<file path="src/rtl/uart_tx_ctrl.sv">
// UART transmit frame sequencer: buffers one byte behind a valid/ready handshake and
// composes start, LSB-first data (from an external serializer), optional parity and stop bits.
module uart_tx_ctrl #(
    parameter int DATA_WIDTH = 8
) (
    input  logic                  clk,
    input  logic                  rst,
    input  logic [DATA_WIDTH-1:0] data_in,
    input  logic                  data_valid,
    output logic                  ready,
    input  logic                  par_en,
    input  logic                  par_type,
    input  logic                  stop2,
    input  logic                  ser_done,
    input  logic                  ser_data,
    output logic                  ser_en,
    output logic [DATA_WIDTH-1:0] p_data,
    output logic                  tx_out,
    output logic                  busy
);

    typedef enum logic [2:0] {
        IDLE,
        START,
        DATA,
        PARITY,
        STOP
    } state_t;

    state_t state;
    state_t next_state;

    logic [DATA_WIDTH-1:0] holding;
    logic                  holding_full;
    logic                  par_bit;
    logic                  cfg_par_en;
    logic                  cfg_stop2;
    logic                  stop_cnt;
    logic                  accept;
    logic                  start_entry;
    logic                  stop_last;

    assign ready       = ~holding_full;
    assign accept      = data_valid & ~holding_full;
    assign stop_last   = ~cfg_stop2 | stop_cnt;
    assign start_entry = (next_state == START);
    assign p_data      = holding;
    assign busy        = (state != IDLE);

    always_ff @(posedge clk or negedge rst) begin
        if (!rst) begin
            state  <= IDLE;
            ser_en <= 1'b0;
        end else begin
            state  <= next_state;
            ser_en <= (next_state == START) || (next_state == DATA);
        end
    end

    always_comb begin
        next_state = state;
        tx_out     = 1'b1;
        case (state)
            IDLE: begin
                if (holding_full) next_state = START;
            end
            START: begin
                tx_out     = 1'b0;
                next_state = DATA;
            end
            DATA: begin
                tx_out = ser_data;
                if (ser_done) next_state = cfg_par_en ? PARITY : STOP;
            end
            PARITY: begin
                tx_out     = par_bit;
                next_state = STOP;
            end
            STOP: begin
                if (stop_last) next_state = holding_full ? START : IDLE;
            end
            default: begin
                next_state = IDLE;
            end
        endcase
    end

    // Parity type needs no register of its own: it is folded into par_bit at frame start.
    always_ff @(posedge clk or negedge rst) begin
        if (!rst) begin
            holding      <= '0;
            holding_full <= 1'b0;
            par_bit      <= 1'b0;
            cfg_par_en   <= 1'b0;
            cfg_stop2    <= 1'b0;
            stop_cnt     <= 1'b0;
        end else begin
            if (start_entry) begin
                holding_full <= 1'b0;
                par_bit      <= (^holding) ^ par_type;
                cfg_par_en   <= par_en;
                cfg_stop2    <= stop2;
            end else if (accept) begin
                holding      <= data_in;
                holding_full <= 1'b1;
            end
            stop_cnt <= (state == STOP) && !stop_last;
        end
    end

endmodule

</file>
<file path="config.mk">
export PLATFORM = sky130hd
export DESIGN_NAME = uart_tx_ctrl
export DESIGN_NICKNAME = d
export VERILOG_FILES = /design/src/rtl/uart_tx_ctrl.sv
export SDC_FILE = /design/constraint.sdc
export NUM_CORES = 1
export LEC_CHECK = 0
export CORE_MARGIN = 3
export CORE_UTILIZATION = 58
export DETAILED_ROUTE_END_ITERATION = 10
export DONT_BUFFER_PORTS = 1
export PLACE_DENSITY = 0.7
export SYNTH_ARGS = -nofsm -noshare
export SYNTH_HDL_FRONTEND = slang
export SYNTH_SLANG_ARGS = --single-unit
</file>
<file path="constraint.sdc">
create_clock -name clk -period 1.7 [get_ports clk]
set_clock_uncertainty 0.15 [all_clocks]
set_input_delay 0.17 -clock clk [delete_from_list [all_inputs] [get_ports clk]]
set_output_delay 0.17 -clock clk [all_outputs]
set_load 0.03 [all_outputs]
</file>
Word level (Yosys, flattened, before mapping)
Index checks and enable logic that the tools add are counted.
{"block": "classes", "n_eq_ne": 6, "muxes": 9, "bitwise_logic": 6, "reduce_logical": 8}
{"op": "one-hot mux 3 bit (5 select lines)", "n": 1}
{"op": "two-way mux 3 bit", "n": 4}
{"op": "equality test 3 x 2 -> 1 bit, second input constant", "n": 3}
{"op": "XOR reduction 8 bit", "n": 1}
{"op": "equality test 3 x 1 -> 1 bit, second input constant", "n": 2}
{"op": "equality test 3 bit, second input constant", "n": 1}
{"op": "logical NOT 3 bit", "n": 1}
{"op": "two-way mux 1 bit", "n": 3}
{"op": "inverter 1 bit", "n": 3}
{"op": "one-hot mux 1 bit (3 select lines)", "n": 1}
{"op": "nonzero test 3 bit", "n": 1}
{"op": "AND reduction 2 bit", "n": 1}
{"op": "nonzero test 2 bit", "n": 1}
{"op": "bitwise AND 1 bit", "n": 1}
{"op": "logical AND 1 bit", "n": 1}
{"op": "logical NOT 1 bit", "n": 1}
{"op": "logical OR 1 bit", "n": 1}
{"op": "OR 1 bit", "n": 1}
{"op": "bitwise XOR 1 bit", "n": 1}
{"block": "word_totals", "ff_bits": 17, "inputBits": 16, "out_inout_bits": 12, "elab_cells": 37}

Depth between registers and ports, before layout
Gate-level depths: netlist (run 1).
{"block": "depth", "depth_word": 7, "depth_mapped": 4}

Least setup slack after synthesis (run 1)
OpenSTA, ideal clock, no wires.
{"block": "synth_path", "path_kind": "reg2reg", "start": "register holding[2] (netlist: p_data[2])", "end": "register par_bit", "arrival_time_ns": 1.303, "t_required_ns": 1.422, "slack_ns": 0.119, "path_stages_with_launch": 5, "path_buffers": 0, "cell_sequence": "dfrtp_1 -> xor2_1 -> xnor3_1 -> xnor2_1 -> o21ai_1"}
{"block": "synth_between", "elab_chain_cells": 2}
{"item": "start, declared", "line_no": "33", "source": "logic [DATA_WIDTH-1:0] holding;"}
{"item": "start signal, assigned", "line_no": "104", "source": "holding <= data_in;"}
{"item": "XOR reduction 8 bit", "line_no": "100", "source": "par_bit <= (^holding) ^ par_type;"}
{"item": "bitwise XOR 1 bit", "line_no": "100"}
{"item": "end signal, assigned", "line_no": "100"}
{"item": "end, declared", "line_no": "35", "source": "logic par_bit;"}
No other way between the ends.
A chain may end at the register's enable or synchronous reset.

Worst setup path after layout (run 1)
{"block": "layout_path", "start": "register state[0]", "end": "output port tx_out"}
{"block": "layout_between", "elab_chain_cells": 2, "word_cells_on_any_way": 4, "cone_classes": "3 x eq/ne; 1 x mux"}
{"item": "start, declared", "line_no": "30", "source": "state_t state;"}
{"item": "start signal, assigned", "line_no": "55", "source": "state <= next_state;"}
{"item": "equality test 3 x 2 -> 1 bit / equality test 3 x 1 -> 1 bit (equally long branches)", "line_no": "63", "source": "case (state)"}
{"item": "one-hot mux 1 bit (3 select lines) *", "line_no": "63"}
{"item": "end, declared", "line_no": "18", "source": "output logic tx_out,"}
Every way passes the cells marked *; elsewhere a longest branch is shown, timed or not.

==> reports/qor.txt, run 1 <==
Seq. cell area = 427.9 µm²
Clock Sinks = 17
Peak Freq = 623.2 MHz
PortBufs = 0
Initial antenna violation count = 0
Vias in the first global route = 625
Largest area contributor in the netlist = dfrtp_1
Max-cap viol count = 0
Antenna fix cells = 0
Fin crit period = 1605 ps
RSZ-0062 raised after global routing = no
Syn Area/Cell = 12.23 µm²
Filler Cells Inserted = 66
Initial drt markers = 4
Status = finished clean
Post-synthesis mux area share = 14.85%
Yosys warning total = 0
Syn nets = 78
Post-synthesis simple-gate area fraction = 11.22%
Setup tns final = 0 ps
Via-to-Cell Ratio = 5.449
Initial Util = 64.74%
Arrival time worst endpoint = 1280 ps
CORE AREA = 0.001171 mm²
Sink of the worst hold path = p_data[0]
Clock latency reported for the late side of the worst-skew pair = 280 ps
Setup violators final = 0
Total GRT Usage = 21.29%
# IOs = 28
CTS tree = yes
Crit path kind = flip-flop to primary output
Setup crit end kind = primary output
CTS H-tree depth = 1
Die W = 42.16 µm
Netlist Area Pre-Place = 758.2 µm²
Flop-to-flop setup slack = 200 ps
Largest family of logic cells by synthesized area = multiplexers
Reg2Reg Depth = 4
CP startpoint kind = flip-flop
R2R Path End = par_bit
Synth Area in Compound Gates = 6.271%
Hold slack = 200.3 ps
CP required = 1380 ps
Post-CTS Setup Bufs = 0
Vias = 534
Fin crit share = 94.39%
Seq cells post-synth = 17
Detailed Routing Iterations Pass 1 = 4
Area occupied by multi-input gates = 320.3 µm²
Distinct cells, synth = 21
Root buffer cell = clkbuf_4
Pwr Density = 2280 mW/mm²
Synth Area in Adders = 0%
Min-delay src = data_valid
Drt drc = 0
Crit Reg-Reg Startpoint = p_data[2]
Grt total ovfl = 0
Hpwl dp = 1073 µm
Die Span Y = 42.16 µm
Pins over their slew limit = 0
Largest net degree at the start of global routing = 18
CTS buffer count = 3
Worst Max-Slew Pin Slew = 748.0 ps
Max IR drop VDD = 1.275 mV
Synth top area share = 56.11%
Fraction of final layout cells with drive strength greater than 1 = 25.00%
CTS Buffer Depth = 2
GPL Wtd Cong = 0.6893
Post-Synthesis Cells = 62
Synth top area cells = dfrtp_1, mux2_2, xnor2_1, xnor3_1, nand2b_1
Routed Antenna Nets = 0
First-pass GRT wire length = 2794 µm
P_leak = 0.0004308 µW
Area Growth Syn to Fin = 28.55%
Hold path depth = 3
Rows = 12
Worst slew margin = 49.97%
Fin. Hold Viols = 0
Crit Path Max Fanout = 7
Clock slew at reported path FFs = 90 ps
Min-delay worst type = input pin to flip-flop
Routed len/inst = 16.17 µm
Area of the die = 0.001777 mm²
XOR/XNOR share of the synthesized area = 9.901%
Sequential share of the synthesized area = 56.11%
Nets = 101
DRT Wirelength = 1585 µm
per-layer routing:
metal | part of all wire, % | vias up | routed length, µm | GRT usage [%]
met5 | 0 | - | 0 | 0
met4 | 0 | 0 | 0 | 5.590
met3 | 6.8 | 0 | 108 | 4.292
met2 | 52 | 29 | 829 | 40.43
met1 | 41 | 252 | 647 | 23.88
li1 | - | 253 | - | -
synthesized netlist by cell type:
| cell | instances |
|---|---|
| xnor2_1 | 4 |
| o31ai_1 | 1 |
| dfrtp_1 | 17 |
| o21bai_1 | 1 |
| o21a_1 | 1 |
| or3_1 | 1 |
| nand2_1 | 4 |
| nand3b_1 | 1 |
| inv_1 | 2 |
| mux2_2 | 10 |
| nor3_1 | 1 |
| nand2b_1 | 3 |
| xnor3_1 | 1 |
| nor2_1 | 4 |
| xor2_1 | 2 |
| a21oi_1 | 2 |
| o21ai_0 | 2 |
| nand3_1 | 1 |
| o21ai_1 | 1 |
| buf_2 | 1 |
| nor2b_1 | 2 |
through the flow:
stage / util [%] / total power [µW] / cell area [µm²] / std cells / setup WS (ps)
after floorplan: - / 1728 / 758.2 / 62 / 118.7
after global placement: 69.66 / 1907 / 815.8 / 81 / 277.0
after detailed placement: 69.66 / 1977 / 815.8 / 81 / 219.8
after CTS: 83.01 / 2216 / 972.2 / 98 / 26.45
after global routing: 83.23 / 2370 / 974.7 / 98 / 5.376
final: 83.23 / 2222 / 974.7 / 98 / 95.45
area by class of cell:
cell class | count | area share [%]
clock buffer | 4 | 2.696
timing repair buffer | 19 | 17.97
sequential | 17 | 43.90
multi-input combinational | 42 | 32.86
tap | 14 | 1.797
inverter | 2 | 0.7702
cells in the final DEF (no fill, tap or decap), drive strengths merged:
cell type     n
buf           6
nand3b        1
clkbuf        4
mux2         10
nor2b         2
xnor3         1
o21bai        1
dfrtp        17
o21a          1
nor2          4
dlygate4sd3  13
inv           2
nand2b        3
nand2         4
a21oi         2
or3           1
xnor2         4
o21ai         3
nand3         1
nor3          1
o31ai         1
xor2          2
state kept, by name, summed over array words and instances (netlist names):
name          count
p_data            8
state             3
cfg_par_en        1
cfg_stop2         1
holding_full      1
par_bit           1
ser_en            1
stop_cnt          1
worst max-delay path, stage by stage, from the launching register on:
cell and delay, ps:
dfrtp_2 450, nand2b_1 200, o21ai_1 140, nand2b_1 220
kinds of logic (layout without fill, tap and decap cells):
kind of cell    after synthesis  count (layout)
compound gates                8               8
xor+xnor                      7               7
buf+inv                       3              25
flops                        17              17
mux                          10              10
simple gates                 17              17
what timing repair did:
item,in CTS,in global routing
hold buffers,13,0
endpoints found under the setup margin,0,1
hold endpoints to repair,31,0
resized for setup,0,3
power breakdown:
part           internal (µW)  switching, µW
clock                   91.1            114
combinational            548            575
sequential               606            289
worst max-delay path by stage:
stage | start | cells past startpoint | slack (ps) | to
after global placement | p_data[2] | 4 | 280 | par_bit
after floorplan | p_data[2] | 4 | 120 | par_bit
final | state[0] | 3 | 100 | tx_out
after global routing | state[0] | 3 | 5 | tx_out
after detailed placement | p_data[2] | 4 | 220 | par_bit
after CTS | state[0] | 3 | 30 | tx_out
Note: power is estimated with default switching activity, not from simulation.
==> run 2: changes to the inputs <==
- CTS_CLUSTER_DIAMETER: unset -> 50
- PLACE_DENSITY: 0.7 -> 0.74
==> run 2 against run 1 <==
Effect of this change: final cell count did not move; total power is 0.61% lower; count of clock-buffer cells in the layout is 1 lower; register-to-register slack about the same; flip-flop and latch count did not move; sequential share of layout area down 0.24 points; critical path depth shrank 2; highest routed layer is now met4; critical endpoint is now busy; largest cell class unchanged; first-iteration DRC count decreased by 50%; fmax decreased by 1.5%; clock power hardly changed; hold slack gained 4.1 ps.
==> reports/qor.txt, run 2 (same netlist as run 1, synthesis figures left out) <==
Status = finished clean (unchanged)
CTS H-tree depth = 1 (unchanged)
Drt drc = 0 (unchanged)
Grt met1 use = 24.23% (was 23.88%)
First-pass GRT wire length = 2615 µm (was 2794 µm)
Finished Cell Area = 977.2 µm² (was 974.7 µm²)
Rows = 12 (unchanged)
P_leak = 0.0004349 µW (was 0.0004308 µW)
GPL Wtd Cong = 0.6610 (was 0.6893)
Via-to-Cell Ratio = 5.459 (was 5.449)
Setup crit end kind = primary output (unchanged)
Setup violators final = 0 (unchanged)
GR Layer Usage met3 = 4.292% (unchanged)
Worst Max-Slew Pin Slew = 720.9 ps (was 748.0 ps)
Root buffer cell = clkbuf_4 (unchanged)
GR peak layer = met2 (unchanged)
Total GRT Usage = 19.49% (was 21.29%)
Area Growth Syn to Fin = 28.88% (was 28.55%)
CP required = 1380 ps (about the same)
CORE AREA = 0.001171 mm² (unchanged)
Detailed Routing Iterations Pass 1 = 3 (was 4)
Pwr Density = 2260 mW/mm² (was 2280 mW/mm²)
# IOs = 28 (unchanged)
CTS buffer count = 3 (unchanged)
Clock latency reported for the late side of the worst-skew pair = 280 ps (about the same)
Vias in the first global route = 591 (was 625)
Most common cell after layout, fill and taps aside = dfrtp_1 (unchanged)
Slowest library cell on the worst path = or3_1 (was dfrtp_2)
Worst slew margin = 51.78% (was 49.97%)
Fin crit share = 95.79% (was 94.39%)
Dpl ws = 201.8 ps (was 219.8 ps)
CP Buf/Inv Count = 0 (unchanged)
Largest net degree at the start of global routing = 18 (unchanged)
Routed len/inst = 14.89 µm (was 16.17 µm)
Crit path kind = flip-flop to primary output (unchanged)
Peak Freq = 614.1 MHz (was 623.2 MHz)
M2 GR Usage = 33.95% (was 40.43%)
Grt total ovfl = 0 (unchanged)
Commonest cells after routing, fill and taps aside = dfrtp_1, dlygate4sd3_1, mux2_2 (unchanged)
CP startpoint kind = flip-flop (unchanged)
Vias = 535 (was 534)
Fin crit period = 1628 ps (was 1605 ps)
RSZ-0062 raised after global routing = no (unchanged)
PortBufs = 0 (unchanged)
Routed Antenna Nets = 0 (unchanged)
Area of the die = 0.001777 mm² (unchanged)
Initial antenna violation count = 0 (unchanged)
Critical Path Max Stage Delay = 550 ps (was 450 ps)
Antenna fix cells = 0 (unchanged)
DRT Wirelength = 1459 µm (was 1585 µm)
Max IR drop VDD = 1.206 mV (was 1.275 mV)
Max-cap viol count = 0 (unchanged)
CTS tree = yes (unchanged)
Initial Util = 64.74% (unchanged)
Nets = 101 (unchanged)
CTS Buffer Depth = 2 (unchanged)
Min-delay worst type = input pin to flip-flop (unchanged)
Clock slew at reported path FFs = 90 ps (about the same)
Worst setup margin = 71.61 ps (was 95.45 ps)
Hpwl dp = 950.9 µm (was 1073 µm)
Fraction of final layout cells with drive strength greater than 1 = 26.19% (was 25.00%)
Largest register FFs = 8 (unchanged)
Delay-heaviest family, CP = simple AND/OR/NAND/NOR gates (was flip-flops)
Arrival time worst endpoint = 1310 ps (was 1280 ps)
Initial drt markers = 2 (was 4)
Crit Path Max Fanout = 8 (was 7)
Die W = 42.16 µm (unchanged)
Clock Sinks = 17 (unchanged)
Crit-path cells = or3_1 (was nand2b_1, o21ai_1, nand2b_1)
DP Area = 815.8 µm² (unchanged)
Total chip power = 2209 µW (was 2222 µW)
Fin. Hold Viols = 0 (unchanged)
Die Span Y = 42.16 µm (unchanged)
Post-CTS Setup Bufs = 0 (unchanged)
Pins over their slew limit = 0 (unchanged)
Setup tns final = 0 ps (unchanged)
==> run 2: routing by layer <==
layer  vias to the layer above  wire (µm)
met4                         0          6
met1                       256        584
li1                        255          -
met2                        22        754
met3                         2        113
met5                         -          0
==> run 2: cell type report <==
cell class                 instances  area (µm²)
inverter                           2       7.507
sequential                        17       426.7
clock buffer                       3       22.52
fill                              67       193.9
tap                               14       17.52
timing repair buffer              19       175.2
multi-input combinational         42       322.8
clock inverter                     1       5.005
==> run 2: worst paths after layout <==
check	start	depth (start not counted)	slack, ps	endpoint
min in group asynchronous	rst	1	220	p_data[6]
min reg2reg	cfg_stop2	1	380	cfg_stop2
max in group asynchronous	rst	1	680	state[0]
max reg2reg	p_data[2]	4	200	par_bit
max	state[1]	1	70	busy
min	data_valid	3	200	p_data[1]
==> run 2: metrics by stage <==
step | std cells | utilization (%) | hold WS, ps
after floorplan | 62 | - | -275.6
after global placement | 81 | 69.66 | -275.2
after detailed placement | 81 | 69.66 | -275.1
after CTS | 98 | 83.12 | 196.4
after global routing | 98 | 83.44 | 209.3
final | 98 | 83.44 | 204.4
==> run 2: where the power goes <==
part           leakage [µW]  total, µW  internal [µW]  switching [µW]
sequential         0.000204        884            604             280
combinational      0.000213       1120            553             566
clock             0.0000177        206           87.4             118
==> run 2: what timing repair did <==
action	CTS	global route
hold endpoints to repair	31	0
gates resized for setup	0	3
hold buffers	13	0
setup endpoints to repair	0	1
